### src/rtl/cpu_pkg.sv
// Shared opcodes, controller state encoding and instruction field helpers for the 16-bit RISC core.
// Pure definitions: no logic, no latency, no flow control.
package cpu_pkg;

    localparam logic [3:0] OP_ADD  = 4'h0;
    localparam logic [3:0] OP_SUB  = 4'h1;
    localparam logic [3:0] OP_AND  = 4'h2;
    localparam logic [3:0] OP_OR   = 4'h3;
    localparam logic [3:0] OP_ADDI = 4'h4;
    localparam logic [3:0] OP_SLL  = 4'h5;
    localparam logic [3:0] OP_SRL  = 4'h6;
    localparam logic [3:0] OP_SRA  = 4'h7;
    localparam logic [3:0] OP_LUI  = 4'h8;
    localparam logic [3:0] OP_BEQ  = 4'h9;
    localparam logic [3:0] OP_BLT  = 4'hA;
    localparam logic [3:0] OP_BGT  = 4'hB;
    localparam logic [3:0] OP_LD   = 4'hC;
    localparam logic [3:0] OP_ST   = 4'hD;
    localparam logic [3:0] OP_JMP  = 4'hE;
    localparam logic [3:0] OP_HALT = 4'hF;

    typedef enum logic [2:0] {
        ST_FETCH,
        ST_DECODE,
        ST_EXECUTE,
        ST_MEM,
        ST_WB,
        ST_HALT
    } ctrl_state_t;

    function automatic logic [3:0] ir_op(input logic [15:0] ir);
        return ir[15:12];
    endfunction

    function automatic logic [3:0] ir_a(input logic [15:0] ir);
        return ir[11:8];
    endfunction

    function automatic logic [3:0] ir_b(input logic [15:0] ir);
        return ir[7:4];
    endfunction

    function automatic logic [3:0] ir_c(input logic [15:0] ir);
        return ir[3:0];
    endfunction

    function automatic logic [15:0] sext4(input logic [3:0] v);
        return {{12{v[3]}}, v};
    endfunction

endpackage

### src/rtl/cpu_decode.sv
// Combinational instruction decode: ALU select, register addresses and class flags from ir.
// Zero latency; no flow control, outputs follow ir directly.
module cpu_decode
    import cpu_pkg::*;
(
    input  logic [15:0] ir,
    output logic [3:0]  aluop,
    output logic [3:0]  ra1,
    output logic [3:0]  ra2,
    output logic [3:0]  wa,
    output logic        is_r,
    output logic        is_s,
    output logic        is_br,
    output logic        is_ld,
    output logic        is_st,
    output logic        is_jmp,
    output logic        is_halt
);

    logic [3:0] op;
    logic [3:0] fa;
    logic [3:0] fb;
    logic [3:0] fc;

    assign op = ir_op(ir);
    assign fa = ir_a(ir);
    assign fb = ir_b(ir);
    assign fc = ir_c(ir);

    always_comb begin
        is_r    = 1'b0;
        is_s    = 1'b0;
        is_br   = 1'b0;
        is_ld   = 1'b0;
        is_st   = 1'b0;
        is_jmp  = 1'b0;
        is_halt = 1'b0;
        case (op)
            OP_ADD, OP_SUB, OP_AND, OP_OR:          is_r    = 1'b1;
            OP_ADDI, OP_SLL, OP_SRL, OP_SRA, OP_LUI: is_s    = 1'b1;
            OP_BEQ, OP_BLT, OP_BGT:                  is_br   = 1'b1;
            OP_LD:                                   is_ld   = 1'b1;
            OP_ST:                                   is_st   = 1'b1;
            OP_JMP:                                  is_jmp  = 1'b1;
            OP_HALT:                                 is_halt = 1'b1;
            default: ;
        endcase

        aluop = (is_jmp || is_halt) ? 4'h0 : op;
        // Branches compare a against b; every other ALU user takes its base/rs from b.
        ra1   = is_br ? fa : ((is_jmp || is_halt) ? 4'h0 : fb);
        ra2   = is_r ? fc : (is_br ? fb : (is_st ? fa : 4'h0));
        wa    = fa;
    end

endmodule

### src/rtl/cpu_ctrl_fsm.sv
// Multi-cycle controller: fetch/decode/execute/mem/writeback sequencing and PC ownership.
// 2-5 cycles per instruction at zero wait; imem/dmem requests hold until ack, each wait adds a cycle.
module cpu_ctrl_fsm
    import cpu_pkg::*;
#(
    parameter logic [15:0] RESET_PC = 16'h0000
) (
    input  logic        clk,
    input  logic        rst_n,
    output logic        imem_req,
    input  logic        imem_ack,
    output logic [15:0] imem_addr,
    input  logic [15:0] imem_rdata,
    output logic [3:0]  ctrl_aluop,
    output logic [3:0]  alu_imm4,
    input  logic        alu_zero,
    input  logic        alu_neg,
    output logic [3:0]  rf_ra1,
    output logic [3:0]  rf_ra2,
    output logic [3:0]  rf_wa,
    output logic        rf_we,
    output logic        rf_wsel,
    output logic        dmem_req,
    output logic        dmem_we,
    input  logic        dmem_ack,
    output logic [15:0] pc,
    output logic        halted
);

    ctrl_state_t state;
    ctrl_state_t state_nxt;
    logic [15:0] ir;
    logic [15:0] ir_nxt;
    logic [15:0] pc_nxt;
    logic [15:0] pc_inc;
    logic        br_taken;

    logic is_r;
    logic is_s;
    logic is_br;
    logic is_ld;
    logic is_st;
    logic is_jmp;
    logic is_halt;

    cpu_decode u_decode (
        .ir      (ir),
        .aluop   (ctrl_aluop),
        .ra1     (rf_ra1),
        .ra2     (rf_ra2),
        .wa      (rf_wa),
        .is_r    (is_r),
        .is_s    (is_s),
        .is_br   (is_br),
        .is_ld   (is_ld),
        .is_st   (is_st),
        .is_jmp  (is_jmp),
        .is_halt (is_halt)
    );

    assign pc_inc    = pc + 16'd1;
    assign imem_addr = pc;
    assign alu_imm4  = ir_c(ir);
    assign halted    = (state == ST_HALT);

    always_comb begin
        br_taken = 1'b0;
        case (ir_op(ir))
            OP_BEQ:  br_taken = alu_zero;
            OP_BLT:  br_taken = alu_neg;
            OP_BGT:  br_taken = !alu_zero && !alu_neg;
            default: br_taken = 1'b0;
        endcase
    end

    always_ff @(posedge clk) begin
        if (!rst_n) begin
            state <= ST_FETCH;
            pc    <= RESET_PC;
            ir    <= 16'h0000;
        end else begin
            state <= state_nxt;
            pc    <= pc_nxt;
            ir    <= ir_nxt;
        end
    end

    always_comb begin
        state_nxt = state;
        pc_nxt    = pc;
        ir_nxt    = ir;
        imem_req  = 1'b0;
        dmem_req  = 1'b0;
        dmem_we   = 1'b0;
        rf_we     = 1'b0;
        rf_wsel   = 1'b0;
        case (state)
            ST_FETCH: begin
                imem_req = 1'b1;
                if (imem_ack) begin
                    ir_nxt    = imem_rdata;
                    state_nxt = ST_DECODE;
                end
            end
            ST_DECODE: begin
                if (is_jmp) begin
                    pc_nxt    = {pc[15:12], ir[11:0]};
                    state_nxt = ST_FETCH;
                end else if (is_halt) begin
                    state_nxt = ST_HALT;
                end else begin
                    state_nxt = ST_EXECUTE;
                end
            end
            ST_EXECUTE: begin
                if (is_br) begin
                    // Offset is relative to the following instruction; wraps mod 2^16.
                    pc_nxt    = br_taken ? (pc_inc + sext4(ir_c(ir))) : pc_inc;
                    state_nxt = ST_FETCH;
                end else if (is_ld || is_st) begin
                    state_nxt = ST_MEM;
                end else if (is_r || is_s) begin
                    state_nxt = ST_WB;
                end else begin
                    state_nxt = ST_FETCH;
                end
            end
            ST_MEM: begin
                dmem_req = 1'b1;
                dmem_we  = is_st;
                if (dmem_ack) begin
                    if (is_st) begin
                        pc_nxt    = pc_inc;
                        state_nxt = ST_FETCH;
                    end else begin
                        state_nxt = ST_WB;
                    end
                end
            end
            ST_WB: begin
                rf_we     = 1'b1;
                rf_wsel   = is_ld;
                pc_nxt    = pc_inc;
                state_nxt = ST_FETCH;
            end
            ST_HALT: begin
                state_nxt = ST_HALT;
            end
            default: begin
                state_nxt = ST_FETCH;
            end
        endcase
    end

endmodule

### config.mk
export PLATFORM = sky130hd
export DESIGN_NAME = cpu_ctrl_fsm
export DESIGN_NICKNAME = d
export VERILOG_FILES = /design/src/rtl/cpu_pkg.sv /design/src/rtl/cpu_decode.sv /design/src/rtl/cpu_ctrl_fsm.sv
export SDC_FILE = /design/constraint.sdc
export NUM_CORES = 1
export LEC_CHECK = 0
export ABC_AREA = 1
export BUFFER_PORTS_ARGS = -buffer_cell sky130_fd_sc_hd__buf_4
export CORE_ASPECT_RATIO = 0.6
export CORE_UTILIZATION = 27
export DETAILED_ROUTE_END_ITERATION = 10
export GPL_ROUTABILITY_DRIVEN = 0
export PLACE_DENSITY_LB_ADDON = 0.08
export SYNTH_ARGS = -nofsm -noshare
export SYNTH_HDL_FRONTEND = slang
export SYNTH_SLANG_ARGS = --single-unit
### constraint.sdc
create_clock -name clk -period 6.7 [get_ports clk]
set_input_delay 0 -clock clk [delete_from_list [all_inputs] [get_ports clk]]
set_output_delay 0 -clock clk [all_outputs]
set_load 0.03 [all_outputs]
Word-level counts from Yosys, hierarchy flattened
Index checks and enable logic that the tools add are counted.
{ "classes": {"n_eq_ne": 25, "reduce_logical": 17, "mux": 34, "n_bitwise": 1, "addsub": 2} }
{ "ops": {"columns": ["operator", "n"], "rows": [
  ["$mux W16", 4],
  ["$pmux W16 S4", 1],
  ["$eq A4 B4 Y1 const B", 8],
  ["$mux W3", 8],
  ["$mux W4", 6],
  ["$add A16 B1 Y16 const B", 1],
  ["$add A16 B16 Y16", 1],
  ["$eq A4 B3 Y1 const B", 4],
  ["$pmux W3 S5", 1],
  ["$mux W1", 12],
  ["$mux W12", 1],
  ["$ne A2 B2 Y1 const B", 5],
  ["$reduce_and A5 Y1", 2],
  ["$eq A4 B2 Y1 const B", 2],
  ["$eq A3 B2 Y1 const B", 2],
  ["$eq A3 B3 Y1 const B", 2],
  ["$reduce_or A5 Y1", 1],
  ["$eq A4 B1 Y1 const B", 1],
  ["$logic_not A4 Y1", 1],
  ["$reduce_and A2 Y1", 2],
  ["$reduce_bool A4 Y1", 1],
  ["$reduce_or A4 Y1", 1],
  ["$eq A3 B1 Y1 const B", 1],
  ["$logic_not A3 Y1", 1],
  ["7 further kinds", 10]
]} }
{ "word_totals": {"output_inout_bits": 58, "wordCells": 83, "ff_bits": 35, "input_bits": 22} }

Logic depth before layout (Yosys ltp)
{ "logic_depth": {"word_depth": 8, "depth_mapped": 21, "mapped_depth_nobuf": 21} }

Cells and area by module
A second synthesis with hierarchy kept.
{ "hier_totals": {"cells_unflattened": 561, "area_unflattened_um2": 3489.6} }
{ "by_module_without_submodules": {"columns": ["module", "seq_area_each_um2", "cells_per_inst", "n_inst", "area_per_inst_um2"], "rows": [
  ["cpu_ctrl_fsm", 700.7, 502, 1, 3224.3],
  ["cpu_decode", 0.0, 59, 1, 265.3]
]} }

Worst setup path before layout
Ideal clock, no wire load.
{ "synth_path": {"path_type": "reg2reg", "from": "register pc[0] (netlist: imem_addr[0])", "to": "register pc[15] (netlist: imem_addr[15])", "n_path_buf": 0, "stages_incl_launch_ff": 20, "arrival_ns": 2.540, "t_required_ns": 6.580, "setup_ns": 0.120, "slack_ns": 4.040, "period_less_slack_ns": 2.660, "path_cell_list": "dfxtp_1 ha_1 nand2_1 inv_1 nand3_1 nor2_1 inv_1 o21ai_0 nand2_1 ha_1 nand2_1 inv_1 nand2_1 nand2_1 a21oi_1 nand2_1 nand3_1 nand3_1 nand2_1 a21oi_1"} }
{ "synth_between": {"elab_chain_cells": 5, "word_cells_on_any_way": 7, "classes_between": "2 x add/sub; 5 x mux"} }
{ "synth_rtl": {"columns": ["element", "line_no", "text"], "rows": [
  ["start, declared", "cpu_ctrl_fsm.sv:26", "output logic [15:0] pc,"],
  ["start signal, assigned", "cpu_ctrl_fsm.sv:83", "pc <= pc_nxt;"],
  ["$add A16 B1 Y16 *", "cpu_ctrl_fsm.sv:61", "assign pc_inc = pc + 16'd1;"],
  ["$add A16 B16 Y16", "cpu_ctrl_fsm.sv:118", "pc_nxt = br_taken ? (pc_inc + sext4(ir_c(ir))) : pc_inc;"],
  ["$mux W16", "cpu_ctrl_fsm.sv:118", null],
  ["$mux W16", "cpu_ctrl_fsm.sv:116", "if (is_br) begin"],
  ["$pmux W16 S4 *", "cpu_ctrl_fsm.sv:97", "case (state)"]
]} }
Every way passes the cells marked *; elsewhere a longest branch is shown, timed or not. The select of a mux whose other input is x is not followed.
A chain may end at the register's enable or synchronous reset.

Final worst setup path
Ends and elaborated chain as after synthesis.

==> reports/qor.csv <==
stage,metric,value,unit
sta,Peak Freq,320,MHz
floorplan,Initial Utilization,0.280,
route,routed len/inst,15.5,um
route,Remaining DRCs,0,
critical_path,"Max stage delay cell, worst path",dfxtp_1,
synthesis,#FFs+latches synth,35,
critical_path,CP Capture Type,flop,
final_layout,fin nets,657,
grt,initial antenna violation count,0,
final_layout,register area,701,um2
cts,CTS H-tree depth,2,
critical_path,Critical Path AT,3.30,ns
final_layout,multi-input logic area,2130,um2
grt,grt ovf,0,
power,VDD IR max,0.000179,V
sta,setup_tns,0,ns
sta,Slew Limit Fails,0,
grt,vias in the first global route,3171,
synthesis,dominant cell type by area after synthesis,dfxtp_1,
final_layout,share of cells above drive strength 1,0.180,
sta,final setup fails,0,
critical_path,worst-path fanout max,8,
critical_path,CP Launch Point,imem_addr[0]$_SDFFE_PN0P_,
critical_path,CP Class,flop to flop,
power,Pwr Total,1.35,mW
grt,GRT Total Usage,0.181,
sta,Tcrit/Tclk final,0.466,
synthesis,Synth top area share,0.205,
critical_path,Worst path max stage delay,0.47,ns
grt,largest net degree at the start of global routing,34,
synthesis,asr flop ratio synth,0,
floorplan,# rows,31,
floorplan,Die Area,13100,um2
synthesis,number of flops mapped to enable cells by yosys,0,
synthesis,Ys Warns,0,
floorplan,# IOs,80,
synthesis,Post-synth top cells,"nand2_1 (118), inv_1 (85), a21oi_1 (54), nor2_1 (50), o21ai_0 (45)",
route,1st-pass router iterations,5,
route,routed vias,3771,
synthesis,"Top FF cell, synth",dfxtp_1,
route,Post-DRT Antenna Nets,0,
critical_path,worst r2r src,imem_addr[0]$_SDFFE_PN0P_,
cts,clock buffer depth,2,
final_layout,area added between synthesis and finish,21.2,%
critical_path,worst reg-to-reg setup slack,3.58,ns
critical_path,Worst setup SP type,flop,
synthesis,most common cell in the netlist,nand2_1,
cts,total CTS buffers,5,
hold_path,worst min-delay path class,input port to flop,
cts,clock insertion delay at the later pin of the skew report,0.29,ns
floorplan,area of the core,12200,um2
route,vias per inst,4.83,
cts,CTS clock-pin slew for the worst setup and hold paths,0.06,ns
synthesis,Gate Count Post-Synth,561,
synthesis,Synth Net Count,603,
sta,clk_skew,0.00736,ns
critical_path,Worst Path Required,6.88,ns
final_layout,design area,4140,um2
cts,TritonCTS clock tree,yes,
synthesis,Mapped Area,3420,um2
flow_run,maxcap violations,0,
route,Initial DRC Count,208,
placed_design,Port Buffers,79,
critical_path,crit path cell chain,"ha_1, nand2_1, inv_1, nand3_1, nor2_1, inv_1, o21ai_0, nand2_1, ha_1, nand2_1, inv_1, nand2_1, nand2_1, a21oi_1, nand2_1, nand3_1, nand3_1, nand2_1, a21oi_1",
synthesis,largest cells by area after synthesis,"dfxtp_1 (20%), nand2_1 (13%), inv_1 (9.3%)",
synthesis,Netlist cell types,44,
sta,RSZ-0062 raised after global routing,no,
placed_design,area post-placement,3980,um2
outcome,run status,"finished, final reports clean",
sta,measured slew at the worst slew-check pin,1.04,ns
synthesis,Post-Syn Area per Cell,6.10,um2
critical_path,most frequent CP cell,nand2_1,
grt,first-pass GRT wire length,18000,um
critical_path,Reg-to-Reg End,imem_addr[15]$_SDFFE_PN0P_,
final_layout,Diodes inserted,0,
hold_path,Hold Startpoint,imem_rdata[6],
floorplan,Die W,147,um
cts,root buf cell,clkbuf_16,
synthesis,sequential fraction of the synthesis area,0.205,
placed_design,hpwl dp,9350,um
final_layout,fillcell total,1367,
power,Pleak,2.05,nW
critical_path,Worst setup endpoint,imem_addr[15]$_SDFFE_PN0P_,
floorplan,chip height,89.2,um
cts,clk sink count,35,
sta,worst rel slew slack,0.307,
sta,fin crit period,3.12,ns
power,power density cells,326,nW/um2
route,Routed WL,12100,um
sta,"Hold Violations, Final",0,
critical_path,Worst Reg-to-Reg Cells,19,
cell type report:
type | count | area share
inverters | 91 | 0.0827
clock inverters | 1 | 0.00121
well taps | 165 | 0.0498
clock buffers | 7 | 0.0320
flip-flops and latches | 35 | 0.169
repair buffers | 82 | 0.150
multi-input cells | 400 | 0.515
flip-flops by register name, summed over array words and instances, names as in the netlist:
signal     count
imem_addr     16
ir            16
state          3
cells in the final DEF (no fill, tap or decap), types with 4 or more instances in the layout:
cell type / n
a21oi_1: 54
buf_4: 79
clkbuf_16: 5
dfxtp_1: 35
ha_1: 19
inv_1: 85
inv_2: 5
nand2_1: 118
nand3_1: 38
nand3b_1: 4
nor2_1: 50
nor3_1: 5
o211ai_1: 5
o21ai_0: 45
o21ai_1: 10
o221ai_1: 4
xor2_1: 8
power breakdown:
group	leakage, nW	switching (mW)	internal, mW
sequential	0.288	0.0878	0.257
clock	0.0679	0.0964	0.138
combinational	1.69	0.507	0.263
cell families (layout without fill, tap and decap cells):
| kind of cell | count (synthesis) | in the layout | share of synthesized area |
|---|---|---|---|
| DFF | 35 | 35 | 0.205 |
| AOI/OAI and AO/OA | 137 | 137 | 0.222 |
| xor gates and xnor gates | 9 | 9 | 0.0231 |
| and+or+nand+nor | 234 | 234 | 0.303 |
| buffers and inverters | 126 | 181 | 0.171 |
| adders and majority gates | 20 | 20 | 0.0754 |
critical path: cells and delay by family, from the launching register on:
family	cells	cell delay, ns
adders and majority gates	2	0.57
buffers and inverters	3	0.27
AOI/OAI and AO/OA	3	0.40
and+or+nand+nor	11	1.29
DFF	1	0.47
repair_timing:
item / CTS / global route
hold buffers: 3 / 0
hold endpoints to repair: 3 / 0
setup buffers: 0 / 0
resized for setup: 0 / 0
per-stage QoR:
step,util,setup WS [ns],hold slack (ns),instances
after floorplan,-,4.04,0.138,561
after global placement,0.325,3.63,0.281,770
after detailed placement,0.325,3.60,0.293,770
after CTS,0.339,3.58,0.000198,781
after global routing,0.339,3.24,0.0151,781
final,0.339,3.58,0.00392,781
worst min-delay path by stage:
stage / endpoint / slack, ns / cells after the start
6_report: ir[6]$_SDFFE_PN0P_ / 0.004 / 3
4_1_cts: ir[4]$_SDFFE_PN0P_ / 0.0002 / 3
3_3_place_gp: ir[2]$_SDFFE_PN0P_ / 0.28 / 3
5_1_grt: ir[0]$_SDFFE_PN0P_ / 0.02 / 3
3_5_place_dp: ir[14]$_SDFFE_PN0P_ / 0.29 / 3
2_1_floorplan: imem_addr[1]$_SDFFE_PN0P_ / 0.14 / 2
per-layer routing:
| metal | track usage | vias to the layer above | share of wire |
|---|---|---|---|
| met3 | 0.0337 | 8 | 0.057 |
| met5 | 0 | - | 0 |
| met4 | 0.0281 | 0 | 0.0056 |
| met2 | 0.235 | 113 | 0.37 |
| li1 | - | 1916 | - |
| met1 | 0.298 | 1734 | 0.57 |
Power figures use the tool's default switching activity.
